## config.mk

```make
export PLATFORM = sky130hd
export DESIGN_NAME = dmem_access_unit
export DESIGN_NICKNAME = d
export VERILOG_FILES = /design/src/rtl/dmem_access_unit_pkg.sv /design/src/rtl/dmem_lane_align.sv /design/src/rtl/dmem_access_unit.sv
export SDC_FILE = /design/constraint.sdc
export NUM_CORES = 1
export LEC_CHECK = 0
export CAP_MARGIN = 20
export CORE_UTILIZATION = 40
export CTS_BUF_LIST = sky130_fd_sc_hd__clkbuf_4 sky130_fd_sc_hd__clkbuf_8
export CTS_CLUSTER_DIAMETER = 200
export DETAILED_ROUTE_END_ITERATION = 10
export DONT_BUFFER_PORTS = 1
export PLACE_DENSITY = 0.5
export SLEW_MARGIN = 20
export SYNTH_ARGS = -nofsm -noshare
export SYNTH_HDL_FRONTEND = slang
export SYNTH_HIERARCHICAL = 1
export SYNTH_SLANG_ARGS = --single-unit
```

## constraint.sdc

```tcl
create_clock -name clk -period 4.62 [get_ports clk]
set_clock_uncertainty 0.1 [all_clocks]
set_input_delay 0.693 -clock clk [delete_from_list [all_inputs] [get_ports clk]]
set_output_delay 0.693 -clock clk [all_outputs]
set_load 0.005 [all_outputs]
```

## src/rtl/dmem_access_unit_pkg.sv

```systemverilog
// Shared definitions for the data-memory access unit: access size codes,
// FSM state encoding and the default data-segment base address.
package dmem_access_unit_pkg;

    localparam logic [31:0] BASE_ADDR_DEFAULT = 32'h1001_0000;

    localparam logic [1:0] SZ_BYTE = 2'b00;
    localparam logic [1:0] SZ_HALF = 2'b01;
    localparam logic [1:0] SZ_WORD = 2'b10;
    localparam logic [1:0] SZ_BAD  = 2'b11;

    typedef enum logic [1:0] {
        ST_IDLE  = 2'b00,
        ST_READ  = 2'b01,
        ST_WRITE = 2'b10,
        ST_RESP  = 2'b11
    } state_e;

endpackage

```

## src/rtl/dmem_lane_align.sv

```systemverilog
// Little-endian lane handling: extracts and extends a load from a DMEM word,
// and merges sub-word store data into the word read back from DMEM.
module dmem_lane_align
    import dmem_access_unit_pkg::*;
(
    input  logic [31:0] word,
    input  logic [1:0]  byte_sel,
    input  logic [1:0]  size,
    input  logic        is_signed,
    input  logic [31:0] wdata,
    output logic [31:0] load_data,
    output logic [31:0] merged
);

    logic [7:0]  byte_val;
    logic [15:0] half_val;

    always_comb begin
        byte_val  = word[{byte_sel, 3'b000} +: 8];
        half_val  = word[{byte_sel[1], 4'b0000} +: 16];
        load_data = word;
        merged    = word;
        case (size)
            SZ_BYTE: begin
                load_data = is_signed ? {{24{byte_val[7]}}, byte_val} : {24'h0, byte_val};
                merged[{byte_sel, 3'b000} +: 8] = wdata[7:0];
            end
            SZ_HALF: begin
                load_data = is_signed ? {{16{half_val[15]}}, half_val} : {16'h0, half_val};
                merged[{byte_sel[1], 4'b0000} +: 16] = wdata[15:0];
            end
            default: begin
                load_data = word;
                merged    = wdata;
            end
        endcase
    end

endmodule

```

## src/rtl/dmem_access_unit.sv

```systemverilog
// CPU data-port to DMEM bridge: validates byte-addressed loads/stores, maps them
// onto word accesses and performs read-modify-write for byte/half stores.
module dmem_access_unit
    import dmem_access_unit_pkg::*;
#(
    parameter logic [31:0] BASE_ADDR   = BASE_ADDR_DEFAULT,
    parameter int          DEPTH_WORDS = 2048,
    parameter int          ADDR_W      = 11
) (
    input  logic              clk,
    input  logic              rst,
    input  logic              cpu_req,
    input  logic              cpu_we,
    input  logic [1:0]        cpu_size,
    input  logic              cpu_signed,
    input  logic [31:0]       cpu_addr,
    input  logic [31:0]       cpu_wdata,
    output logic [31:0]       cpu_rdata,
    output logic              cpu_ack,
    output logic              cpu_err,
    output logic              mem_rena,
    output logic              mem_wena,
    output logic [ADDR_W-1:0] mem_addr,
    output logic [31:0]       mem_wdata,
    input  logic [31:0]       mem_rdata
);

    localparam logic [31:0] LIMIT = 32'(DEPTH_WORDS * 4);

    state_e      state;
    state_e      state_next;
    logic [31:0] off;
    logic        req_err;
    logic        accept;
    logic        we_q;
    logic [1:0]  size_q;
    logic        signed_q;
    logic [1:0]  lane_q;
    logic [31:0] wdata_q;
    logic [31:0] load_data;
    logic [31:0] merged;

    assign off    = cpu_addr - BASE_ADDR;
    assign accept = (state == ST_IDLE) && cpu_req;

    // Any rejected request goes straight to the response without touching DMEM.
    always_comb begin
        req_err = (off >= LIMIT);
        case (cpu_size)
            SZ_HALF: if (cpu_addr[0])          req_err = 1'b1;
            SZ_WORD: if (cpu_addr[1:0] != 2'b00) req_err = 1'b1;
            SZ_BAD:  req_err = 1'b1;
            default: ;
        endcase
    end

    always_comb begin
        state_next = state;
        case (state)
            ST_IDLE: begin
                if (cpu_req) begin
                    if (req_err)
                        state_next = ST_RESP;
                    else if (!cpu_we || cpu_size != SZ_WORD)
                        state_next = ST_READ;
                    else
                        state_next = ST_WRITE;
                end
            end
            ST_READ:  state_next = we_q ? ST_WRITE : ST_RESP;
            ST_WRITE: state_next = ST_RESP;
            ST_RESP:  state_next = ST_IDLE;
            default:  state_next = ST_IDLE;
        endcase
    end

    // Enables decode straight from the state register so reset kills them at once.
    assign mem_rena = (state == ST_READ);
    assign mem_wena = (state == ST_WRITE);

    always_ff @(posedge clk or posedge rst) begin
        if (rst) begin
            state <= ST_IDLE;
        end else begin
            state <= state_next;
        end
    end

    always_ff @(posedge clk or posedge rst) begin
        if (rst) begin
            we_q      <= 1'b0;
            size_q    <= SZ_BYTE;
            signed_q  <= 1'b0;
            lane_q    <= 2'b00;
            wdata_q   <= 32'h0;
            mem_addr  <= '0;
            mem_wdata <= 32'h0;
            cpu_rdata <= 32'h0;
            cpu_ack   <= 1'b0;
            cpu_err   <= 1'b0;
        end else begin
            cpu_ack <= (state_next == ST_RESP);
            cpu_err <= accept && req_err;
            if (accept) begin
                we_q     <= cpu_we;
                size_q   <= cpu_size;
                signed_q <= cpu_signed;
                lane_q   <= off[1:0];
                wdata_q  <= cpu_wdata;
                mem_addr <= off[ADDR_W+1:2];
                if (cpu_we && cpu_size == SZ_WORD)
                    mem_wdata <= cpu_wdata;
                if (req_err && !cpu_we)
                    cpu_rdata <= 32'h0;
            end
            if (state == ST_READ) begin
                if (we_q)
                    mem_wdata <= merged;
                else
                    cpu_rdata <= load_data;
            end
        end
    end

    dmem_lane_align u_lane_align (
        .word      (mem_rdata),
        .byte_sel  (lane_q),
        .size      (size_q),
        .is_signed (signed_q),
        .wdata     (wdata_q),
        .load_data (load_data),
        .merged    (merged)
    );

endmodule
```

# [After elaboration in Yosys (flattened, before gate mapping)]
# Index checks and enable logic that the tools add are counted.
[word_totals] register_bits=117 latch_bits=0 ram_bits=0 rom_bits=0 in_bits=103 out_inout_bits=79 wordCells=61 mem_count=0
[classes] add_sub_neg=3 n_mul=0 n_div=0 order_cmp=1 eq_ne=9 shifts=6 mux=22 bitwise=0 n_reduce_logical=9
[ops] cell="$mux W32" count=10
[ops] cell="$pmux W32 S2" count=2
[ops] cell="$bwmux W32" count=2
[ops] cell="$ge A32 B14 Y1 const B" count=1
[ops] cell="$shift A16 B7 Y32 const A" count=1
[ops] cell="$shift A8 B7 Y32 const A" count=1
[ops] cell="$shiftx A16 B7 Y32" count=1
[ops] cell="$shiftx A32 B6 Y16" count=1
[ops] cell="$shiftx A32 B6 Y8" count=1
[ops] cell="$shiftx A8 B7 Y32" count=1
[ops] cell="$sub A32 B29 Y32 const B" count=1
[ops] cell="$neg A5 Y7" count=2
[ops] cell="$eq A2 B2 Y1 const B" count=5
[ops] cell="$pmux W2 S4" count=1
[ops] cell="$eq A2 B1 Y1 const B" count=3
[ops] cell="$mux W2" count=3
[ops] cell="$logic_and A1 B1 Y1" count=4
[ops] cell="$logic_not A2 Y1" count=2
[ops] cell="$mux W1" count=3
[ops] cell="$pmux W1 S3" count=1
[ops] cell="$ne A2 B2 Y1 const B" count=1
[ops] cell="$reduce_bool A2 Y1" count=1
[ops] cell="$logic_not A1 Y1" count=1
[ops] cell="$logic_or A1 B1 Y1" count=1

# [Longest topological paths before layout]
[logic_depth] ltp_word=9 mapped_depth=11 depth_no_buf=8

# [Hierarchy]
# The synthesis kept the hierarchy.
[modules_own_cells] mod="dmem_access_unit" n_inst=1 cells_each=442 area_per_inst_um2=5053.6 seq_area_each_um2=2927.8
[modules_own_cells] mod="dmem_lane_align" n_inst=1 cells_each=272 area_per_inst_um2=1734.2 seq_area_each_um2=0.0

# [Worst setup path after synthesis]
# No wires, ideal clock.
[synth_timing] kind="register to register" from="reg lane_q[1]" to="reg mem_wdata[26]" setup_ps=83 arrival_time_ps=2233 t_required_ps=4437 setup_slack_ps=2204 path_stages_with_launch=10 n_path_buf=2 synth_period_minus_slack_ps=2416 cell_sequence="dfrtp_1 > buf_2 > inv_1 > clkbuf_1 > ha_1 > nor4b_2 > a22oi_1 > o221ai_1 > nand2_1 > o21ai_0"
[synth_between] elab_chain_cells=6 elab_cells_between_ends=11 classes_between="add/sub (2); shift (4); mux (5)"
[synth_lines] item="from (decl)" line="dmem_access_unit.sv:38" text="logic [1:0] lane_q;"
[synth_lines] item="from (signal assigned)" line="dmem_access_unit.sv:108" text="lane_q <= off[1:0];"
[synth_lines] item="$neg A5 Y7, on equally long branches" line="dmem_lane_align.sv:30, dmem_lane_align.sv:26"
[synth_lines] item="$shiftx A16 B7 Y32, or another cell as far along" line="dmem_lane_align.sv:30" text="merged[{byte_sel[1], 4'b0000} +: 16] = wdata[15:0];"
[synth_lines] item="$bwmux W32, on equally long branches" line="dmem_lane_align.sv:30, dmem_lane_align.sv:26"
[synth_lines] item="$pmux W32 S2 (*)" line="dmem_lane_align.sv:23" text="case (size)"
[synth_lines] item="net merged[26]" line="dmem_access_unit.sv:41" text="logic [31:0] merged;"
[synth_lines] item="$mux W32 (*)" line="dmem_access_unit.sv:117" text="if (we_q)"
[synth_lines] item="$mux W32 (*)" line="dmem_access_unit.sv:116" text="if (state == ST_READ) begin"
[synth_lines] item="to (signal assigned)" line="dmem_access_unit.sv:112" text="mem_wdata <= cpu_wdata;"
[synth_lines] item="to (signal assigned)" line="dmem_access_unit.sv:118" text="mem_wdata <= merged;"
[synth_lines] item="to (decl)" line="dmem_access_unit.sv:24" text="output logic [31:0] mem_wdata,"
# The timed path passes the listed nets; every way through them passes the cells marked *.
# A chain may end at the register's enable or synchronous reset.

# [Final worst setup path]
[layout_timing] from="reg size_q[1]" to="reg mem_wdata[7]"
[layout_between] elab_chain_cells=4 elab_cells_between_ends=5 classes_between="eq/ne (1); mux (3); reduce/logical (1)"
[layout_lines] item="from (decl)" line="dmem_access_unit.sv:36" text="logic [1:0] size_q;"
[layout_lines] item="from (signal assigned)" line="dmem_access_unit.sv:106" text="size_q <= cpu_size;"
[layout_lines] item="$eq A2 B1 Y1 / $logic_not A2 Y1 (equally long branches)" line="dmem_lane_align.sv:23"
[layout_lines] item="$pmux W32 S2 (*)" line="dmem_lane_align.sv:23"
[layout_lines] item="net merged[7]" line="dmem_access_unit.sv:41"
[layout_lines] item="$mux W32 (*)" line="dmem_access_unit.sv:117"
[layout_lines] item="$mux W32 (*)" line="dmem_access_unit.sv:116"
# Marked as above.

==> flow_summary.ini <==
[status]
status = finished, final reports clean

[grt]
grt_usage_pct = 24.48
grt_overflow_total = 0
grt_max_degree = 65
grt_pass1_wl_um = 32560
grt_pass1_vias = 5709
antenna_found_initial = 0

[run]
max_cap_violations = 0

[place]
dpl_cell_area_um2 = 6903
numPortBuffers = 0
gp_congestion = 0.8938
hpwlAfterDp_um = 15030

[clock_tree]
cts_setup_buffers = 0
h-tree-depth = 4
ctsResizeCount = 0
clk_latency_ns = 0.44
cts-root-buf = clkbuf_8
cts_made_buffers = 17
cts.clk_slew.worst_paths_ns = 0.08
tritoncts = built
clock-sinks = 117
cts_buffer_depth = 2
hold_buffers = 0

[finish]
multi_input_area_um2 = 3561
fin_area_um2 = 7361
regArea_um2 = 2929
fillers = 1669
fin_nets = 807
drive_gt1_share_pct = 19.29
diodes = 0
synthToLayoutAreaGrowth_pct = 8.442

[critical_path]
worst-path-buf-inv = 1
start_kind = flip-flop
crit_family = simple AND/OR/NAND/NOR gates
cpMaxStageDelayCell = buf_4
cp_max_fo = 55
max_stage_delay_ns = 0.51
cp-end-kind = flip-flop
r2r_slack_ns = 2.08
crit_type = reg2reg
worstPathCellList = buf_4 -> or2_2 -> nor4_1 -> or3_1 -> a22o_1 -> nand2_1 -> o21ai_0
cp.required_ns = 4.82
arrival_ns = 2.74

[power]
power.share.switching_pct = 42.11
power_frac_clock_pct = 19.9
comb_power_share_pct = 43.8
switchingPower_mw = 2.229
peakVddDrop_mv = 0.2597
p_int_mw = 3.064
leakage_nw = 3.235
power_density_nw_per_um2 = 719.1
power_frac_seq_pct = 36.3

[synthesis]
synth_top_area_share_pct = 43.13
mappedNetlistArea_um2 = 6788
yosysMostFrequentCell = nand2_1
ys_async_sr_fraction_pct = 100.0
synth_nets = 829
synth_seq_cells = 117
synth.largest_area_cell = dfrtp_1
syn_area_per_cell_um2 = 9.507
synth_flop_cell = dfrtp_1
synth_area_leaders = dfrtp_1, mux2_2, nand2_1
ys_top_cells_by_count = nand2_1, dfrtp_1, o21ai_0
synth-warning-count = 6
yosys.cell_types.count = 54
synth_enable_flop_cells = 0
syn-instance-count = 714
seq_area_frac_synth_pct = 43.13

[floorplan]
die_h_um = 132.3
dieArea_um2 = 17490
initial_core_util_pct = 40.93
die_x_um = 132.3
pin_count = 182
core-area_um2 = 16580
rows = 47

[sta]
finalCriticalPeriod_ns = 2.544
rsz0062_at_grt = false
final_hold_viol_count = 0
setup_violations = 0
period_share_pct = 55.06
fmax_ghz = 0.3931
slew_viol_final = 0
relSlewSlack_pct = 45.40
worst_slew_pin_slew_ns = 0.8170
tns_ns = 0

[routing]
vias = 5453
drt-initial-drc-count = 417
viasPerCell = 5.895
drcViolationCount = 0
routedWlPerCell_um = 22.21
drt-pass1-iter-count = 5
drtAntennaViolNets = 0
drt-total-wl_um = 20550

[worst_hold_path]
hold_class = in2async
==> final cells by class <==
type                    count  area share [%]
clock buffers              18           3.366
clock inverters            14           2.754
inverters                  18          0.9519
multi-input cells         528           48.38
flip-flops and latches    117           39.79
well taps                 220           3.740
repair buffers             10           1.020
==> flip-flops by register name (all words and copies together) (netlist names) <==
signal     flops
cpu_ack        1
cpu_err        1
cpu_rdata     32
lane_q         2
mem_addr      11
mem_wdata     32
signed_q       1
size_q         2
state          2
wdata_q       32
we_q           1
==> cell usage in the layout, fill, tap and decap left out, types with 3 or more instances in the layout <==
cell        count
nand2_1       147
ha_1           12
nor2_1         28
nor3_1          3
clkbuf_8       18
o32ai_1         7
a221oi_1        8
o21ai_0        59
dfrtp_1       116
a21oi_2        20
a22o_1         18
or3_1           3
mux2i_1        41
nand4_1         4
a21oi_1        51
nor4_1          3
buf_4          10
a221o_1         6
mux2_2         55
nand2b_1       10
clkinv_4        5
a222oi_1        8
clkinvlp_4      4
bufinv_16       4
a22oi_1         8
inv_1          16
==> cell families (layout without fill, tap and decap cells) <==
family	after synthesis	after routing	share of synthesized area, %
muxes	96	96	15.17
DFF	117	117	43.13
AOI/OAI and AO/OA	202	202	20.30
and+or+nand+nor	217	217	14.43
xor gates and xnor gates	1	1	0.1291
adders and majority gates	12	12	2.212
buffers and inverters	69	60	4.627
==> power groups by stage <==
| stage | combinational [mW] | clock (mW) | sequential, mW |
|---|---|---|---|
| 3_3_place_gp | 2.27 | 0 | 1.93 |
| 6_report | 2.32 | 1.05 | 1.92 |
| 2_1_floorplan | 1.93 | 0 | 1.75 |
| 3_5_place_dp | 2.30 | 0 | 1.94 |
| 5_1_grt | 2.60 | 1.14 | 1.98 |
| 4_1_cts | 2.31 | 1.09 | 1.92 |
==> stage by stage <==
step	hold slack (ns)	power, mW	cells	utilization [%]	setup slack, ns
6_report	0.06456	5.293	925	44.39	2.076
5_1_grt	0.08889	5.712	925	44.39	1.832
4_1_cts	0.06850	5.313	925	44.34	2.086
3_5_place_dp	0.4051	4.234	893	41.63	2.067
3_3_place_gp	0.3943	4.197	893	41.61	2.114
2_1_floorplan	0.3720	3.673	714	-	0.7262
==> final timing paths <==
path / start / end / cells after the start
worst max-delay path: size_q[1]$_DFFE_PP0P_ / mem_wdata[7]$_DFF_PP0_ / 7
worst max register to register: size_q[1]$_DFFE_PP0P_ / mem_wdata[7]$_DFF_PP0_ / 7
worst min register to register: wdata_q[20]$_DFFE_PP0P_ / wdata_q[20]$_DFFE_PP0P_ / 1
min in group clk: cpu_req / cpu_ack$_DFF_PP0_ / 1
worst min-delay path: rst / state[1]$_DFF_PP0_ / 1
max in group asynchronous: rst / wdata_q[19]$_DFFE_PP0P_ / 2
==> metal layers <==
layer  up-vias  global-route usage (%)  share of wire (%)
met4         0                   8.940                2.2
met1      2690                   31.70                 43
met2       218                   37.65                 46
met3        29                   8.689                8.8
met5         -                       0                  0
li1       2516                       -                  -
Power figures use the tool's default switching activity.
